**src/rtl/dummy_acc_arb_pkg.sv**
```systemverilog
// dummy_acc_arb_pkg: FSM encoding and index arithmetic shared by the accelerator arbiter
package dummy_acc_arb_pkg;
  typedef enum logic [1:0] {IDLE, ISSUE, WAIT, RESP} arb_state_e;
  function automatic int unsigned wrap_add(input int unsigned a, input int unsigned b, input int unsigned n);
    return (a + b >= n) ? a + b - n : a + b;
  endfunction
endpackage

```
**src/rtl/rr_arbiter.sv**
```systemverilog
// rr_arbiter: combinational round-robin pick of the first request at or above ptr_i
module rr_arbiter
  import dummy_acc_arb_pkg::*;
#(
  parameter int N_REQ = 4,
  localparam int IW = $clog2(N_REQ)
) (
  input  logic [N_REQ-1:0] req_i,
  input  logic [IW-1:0]    ptr_i,
  output logic [N_REQ-1:0] gnt_o,
  output logic [IW-1:0]    gnt_idx_o,
  output logic             gnt_valid_o
);
  logic [2*N_REQ-1:0] dbl;
  int unsigned off;
  // Rotating a doubled copy puts ptr_i at bit 0, so the lowest set bit is the winner's offset.
  always_comb begin
    dbl = {req_i, req_i} >> ptr_i;
    off = 0;
    for (int i = N_REQ - 1; i >= 0; i--) off = dbl[i] ? 32'(i) : off;
    gnt_valid_o = |req_i;
    gnt_idx_o = IW'(wrap_add(32'(ptr_i), off, N_REQ));
    gnt_o = gnt_valid_o ? N_REQ'(1) << gnt_idx_o : '0;
  end
endmodule

```
**src/rtl/dummy_accelerator_arbiter.sv**
```systemverilog
// dummy_accelerator_arbiter: round-robin sharing of one iterative accelerator between N_REQ requesters
module dummy_accelerator_arbiter
  import dummy_acc_arb_pkg::*;
#(
  parameter int N_REQ = 4,
  parameter int WIDTH = 32,
  parameter int IMM_WIDTH = 11,
  parameter type conf_type_t = logic [IMM_WIDTH-1:0],
  parameter type tag_type_t = logic,
  localparam int IW = $clog2(N_REQ)
) (
  input  logic                          clk_i,
  input  logic                          rst_ni,
  input  logic                          flush_i,
  input  logic [N_REQ-1:0]              req_valid_i,
  output logic [N_REQ-1:0]              req_ready_o,
  input  logic [N_REQ-1:0][WIDTH-1:0]   req_rs1_i,
  input  conf_type_t [N_REQ-1:0]        req_imm_i,
  input  tag_type_t [N_REQ-1:0]         req_tag_i,
  output logic [N_REQ-1:0]              rsp_valid_o,
  input  logic [N_REQ-1:0]              rsp_ready_i,
  output logic [WIDTH-1:0]              rsp_result_o,
  output tag_type_t                     rsp_tag_o,
  output logic                          acc_valid_o,
  input  logic                          acc_ready_i,
  output logic [WIDTH-1:0]              acc_rs1_o,
  output conf_type_t                    acc_imm_o,
  output tag_type_t                     acc_tag_o,
  input  logic                          acc_valid_i,
  output logic                          acc_ready_o,
  input  logic [WIDTH-1:0]              acc_result_i,
  input  tag_type_t                     acc_tag_i,
  output logic                          acc_flush_o,
  output logic                          busy_o
);
  typedef struct packed {
    logic [WIDTH-1:0] rs1;
    conf_type_t       imm;
    tag_type_t        tag;
  } req_t;
  arb_state_e       state_q;
  req_t             req_q;
  logic [IW-1:0]    owner_q, rr_ptr_q;
  logic [WIDTH-1:0] res_q;
  tag_type_t        res_tag_q;
  logic [N_REQ-1:0] gnt;
  logic [IW-1:0]    gnt_idx;
  logic             gnt_valid;
  rr_arbiter #(.N_REQ(N_REQ)) u_rr (
    .req_i       (req_valid_i),
    .ptr_i       (rr_ptr_q),
    .gnt_o       (gnt),
    .gnt_idx_o   (gnt_idx),
    .gnt_valid_o (gnt_valid)
  );
  assign req_ready_o  = (state_q == IDLE && !flush_i) ? gnt : '0;
  assign acc_valid_o  = state_q == ISSUE;
  assign acc_rs1_o    = req_q.rs1;
  assign acc_imm_o    = req_q.imm;
  assign acc_tag_o    = req_q.tag;
  assign acc_ready_o  = state_q == WAIT;
  assign rsp_valid_o  = (state_q == RESP) ? N_REQ'(1) << owner_q : '0;
  assign rsp_result_o = res_q;
  assign rsp_tag_o    = res_tag_q;
  assign acc_flush_o  = flush_i;
  assign busy_o       = state_q != IDLE;
  // Flush outranks every handshake, so it is tested before the state dispatch.
  always_ff @(posedge clk_i or negedge rst_ni) begin
    if (!rst_ni) begin
      state_q   <= IDLE;
      req_q     <= '0;
      owner_q   <= '0;
      rr_ptr_q  <= '0;
      res_q     <= '0;
      res_tag_q <= '0;
    end else if (flush_i) begin
      state_q   <= IDLE;
      req_q     <= '0;
      owner_q   <= '0;
      rr_ptr_q  <= '0;
      res_q     <= '0;
      res_tag_q <= '0;
    end else begin
      case (state_q)
        IDLE: if (gnt_valid) begin
          req_q.rs1 <= req_rs1_i[gnt_idx];
          req_q.imm <= req_imm_i[gnt_idx];
          req_q.tag <= req_tag_i[gnt_idx];
          owner_q   <= gnt_idx;
          state_q   <= ISSUE;
        end
        ISSUE: if (acc_ready_i) state_q <= WAIT;
        WAIT: if (acc_valid_i) begin
          res_q     <= acc_result_i;
          res_tag_q <= acc_tag_i;
          state_q   <= RESP;
        end
        RESP: if (rsp_ready_i[owner_q]) begin
          rr_ptr_q <= IW'(wrap_add(32'(owner_q), 1, N_REQ));
          state_q  <= IDLE;
        end
        default: state_q <= IDLE;
      endcase
    end
  end
endmodule

```
**config.mk**
```make
export PLATFORM = sky130hd
export DESIGN_NAME = dummy_accelerator_arbiter
export DESIGN_NICKNAME = d
export VERILOG_FILES = /design/src/rtl/dummy_acc_arb_pkg.sv /design/src/rtl/rr_arbiter.sv /design/src/rtl/dummy_accelerator_arbiter.sv
export SDC_FILE = /design/constraint.sdc
export NUM_CORES = 1
export LEC_CHECK = 0
export CAP_MARGIN = 5
export CORE_MARGIN = 2
export CORE_UTILIZATION = 33
export DETAILED_ROUTE_END_ITERATION = 8
export PLACE_DENSITY = 0.78
export SLEW_MARGIN = 20
export SYNTH_ARGS = -nofsm -noshare
export SYNTH_HDL_FRONTEND = slang
export SYNTH_HIERARCHICAL = 1
export SYNTH_SLANG_ARGS = --single-unit
```
**constraint.sdc**
```tcl
create_clock -name clk_i -period 3.4 [get_ports clk_i]
set_clock_uncertainty 0.2 [all_clocks]
set_input_delay 1.02 -clock clk_i [delete_from_list [all_inputs] [get_ports clk_i]]
set_output_delay 1.02 -clock clk_i [all_outputs]
set_load 0.02 [all_outputs]
```
==> results_dict.tcl <==
set metrics [dict create \
    yosys.area.top_type "dfrtp_1" \
    synth-seq-area-share 0.4490 \
    initial_utilization 0.3358 \
    clk_path_buf_depth 2 \
    dr_total_vias 4272 \
    critical_path_required_ns 2.18 \
    antenna_found_initial 1 \
    yosys.cell_count.top_type "dfrtp_1" \
    cts_buffers 9 \
    clkTransAtPathRegs_ns 0.06 \
    wl_um 15950 \
    arrival_ns 2.60 \
    io_buffers 310 \
    cp_num_buf_inv 2 \
    path_max_fanout 4 \
    diodes 0 \
    drive_gt1_frac 0.1776 \
    dieArea_sq_um 14980 \
    grt_pass1_wl_um 23610 \
    clock-sinks 83 \
    finalCritPeriodShare 1.124 \
    grt_pass1_vias 4441 \
    hp-class "reg2reg" \
    slew_headroom 0.6530 \
    synth-seq-cells 83 \
    nNetsFinal 868 \
    crit_type "in2out" \
    status "complete, but fails checks" \
    path_cells "buf_6 > nor2_4 > nor4_4 > a21oi_2 > o211ai_1 > ha_4 > nor2b_4 > nand2_1 > mux2i_1 > and2_4 > buf_6" \
    synth.top_cell.area_share 0.4490 \
    synth_edf_count 0 \
    regArea_sq_um 2077 \
    drc 0 \
    crit_top_cell "buf_6" \
    ant_nets 0 \
    cp-start-kind "input pin" \
    insertion_delay_ns 0.33 \
    coreArea_sq_um 13770 \
    endpoint_kind "output pin" \
    synth_common_cells "83 x dfrtp_1, 79 x a22o_1, 40 x mux4_2, 17 x buf_2" \
    crit_path_max_incr_delay_ns 0.34 \
    place_ws_ns -1.391 \
    area_delta_synth_final_pct 82.53 \
    num_io_pins 311 \
    cts_tree "done" \
    slew_violations 0 \
    synth_cells 322 \
    tightestPinTransition_ns 0.5206 \
    setup_ws_ns -0.4220 \
    grtUsageTotal 0.2065 \
    multiInputGateArea_sq_um 2429 \
    rsz0062_at_grt "true" \
    gp_congestion 0.8371 \
    powerDensity_nw_per_um2 528.8 \
    fp.dieW_um 122.4 \
    wire_per_inst_um 19.41 \
    synth_area_leaders "dfrtp_1 45%, mux4_2 19%, a22o_1 15%" \
    drt-initial-drc-count 171 \
    min_period_ns 3.822 \
    vias_per_cell 5.197 \
    dieHeight_um 122.4 \
    gr-total-overflow 0 \
    fillCellCount 1098 \
    mappedNetlistNets 553 \
    critical-path-top-delay-family "simple AND/OR/NAND/NOR gates" \
    synth_async_sr_flop_share 1.000 \
    rows 43 \
    p_leak_nw 3.492 \
    synth_warnings 6 \
    hold_violations 0 \
    htreeDepth 3 \
    avgSynthCellArea_sq_um 14.37 \
    dp_hpwl_um 12800 \
    synth.cell_area_sq_um 4626 \
    crit_slowest_cell "ha_4" \
    violations "setup timing" \
    setup_viol_count_final 4 \
    peakVddDrop_uv 271.7 \
    drv_cap 0 \
    synth.distinct_cells 39 \
    fmax_mhz 261.6 \
    clockRootBuffer "clkbuf_16" \
    ys.flop_type "dfrtp_1" \
    grt_max_degree 47 \
    dr.pass1.iters 4 \
    fin_tns_setup_ns -1.630 \
]
-- metal layers --
| layer | GRT usage | vias up | share of wire |
|---|---|---|---|
| li1 | - | 1921 | - |
| met1 | 0.2453 | 2104 | 0.38 |
| met2 | 0.3552 | 211 | 0.51 |
| met3 | 0.05344 | 36 | 0.081 |
| met4 | 0.08477 | 0 | 0.033 |
| met5 | 0 | - | 0 |
-- kinds of logic (layout without fill, tap and decap cells) --
family | Yosys count | count (layout) | share of synthesized area
fa+ha+maj | 9 | 9 | 0.02434
buf+inv | 40 | 360 | 0.05247
xor+xnor | 3 | 3 | 0.005681
compound gates | 90 | 90 | 0.1704
mux | 56 | 56 | 0.2472
flops | 83 | 83 | 0.4490
simple gates | 41 | 41 | 0.05086
-- metrics by stage --
step	total power [W]	hold WS (ns)	utilization	cell area (sq um)	std cells
2_1_floorplan	0.002486	0.2904	-	4651	322
3_3_place_gp	0.003458	0.2859	0.5843	8048	806
3_5_place_dp	0.003507	0.2912	0.5843	8048	806
4_1_cts	0.004512	0.3089	0.6112	8418	822
5_1_grt	0.004693	0.3150	0.6130	8443	822
6_report	0.004465	0.3029	0.6130	8443	822
-- power by group --
part	internal, W	switching, W	leakage (nW)
combinational	0.00116	0.000983	2.22
sequential	0.00121	0.000147	1.12
clock	0.000573	0.000392	0.146
total	0.00294	0.00152	3.49
-- registers in the layout, summed over array words and instances (netlist names) --
register / count
state_q: 2
rsp_tag_o: 1
acc_rs1_o: 32
owner_q: 2
rr_ptr_q: 2
acc_imm_o: 11
acc_tag_o: 1
rsp_result_o: 32
-- what timing repair did --
item / in CTS / in global routing
hold buffers: 0 / 0
endpoints found under the setup margin: 49 / 30
pin swaps: 8 / 3
resized for setup: 60 / 8
buffers inserted: 0 / 0
-- cell usage in the layout, fill, tap and decap left out, types with 3 or more instances in the layout --
| cell type | Yosys | final |
|---|---|---|
| mux4_2 | 40 | 40 |
| and2_1 | 8 | 4 |
| nand2_1 | 7 | 7 |
| buf_6 | 7 | 8 |
| and2_4 | 0 | 4 |
| a22o_1 | 79 | 79 |
| buf_12 | 0 | 6 |
| ha_1 | 9 | 8 |
| clkinv_4 | 0 | 3 |
| clkdlybuf4s50_1 | 0 | 300 |
| dfrtp_1 | 83 | 83 |
| clkbuf_16 | 0 | 9 |
| mux2i_1 | 10 | 10 |
| mux4_1 | 5 | 5 |
| inv_1 | 10 | 10 |
| buf_4 | 2 | 18 |
| nor2_1 | 10 | 7 |
-- final timing paths --
check	start	slack, ns	endpoint	depth (start not counted)
min in group asynchronous	rst_ni	0.44	acc_rs1_o[5]	1
max in group asynchronous	rst_ni	1.92	acc_rs1_o[31]	2
worst min-delay path	rsp_result_o[30]	0.30	rsp_result_o[30]	1
worst min register to register	rsp_result_o[30]	0.30	rsp_result_o[30]	1
worst max register to register	rr_ptr_q[0]	0.26	acc_rs1_o[11]	11
worst max-delay path	req_valid_i[1]	-0.42	req_ready_o[1]	11
-- final cells by class --
cell class	instances	share of cell area
Clock inverter	7	0.009188
Sequential cell	83	0.2460
Tap cell	180	0.02667
Clock buffer	9	0.02667
Multi-Input combinational cell	199	0.2876
Timing Repair Buffer	334	0.3994
Inverter	10	0.004446
-- worst reg2reg max path: stages (launching register included) --
cell,delay [ns]
dfrtp_1,0.57
inv_1,0.13
nor3b_2,0.19
a21oi_1,0.06
o211ai_1,0.29
ha_4,0.24
xnor2_4,0.08
buf_4,0.15
xnor2_2,0.26
buf_4,0.28
mux4_2,0.37
a22o_1,0.22
Power figures use the tool's default switching activity.
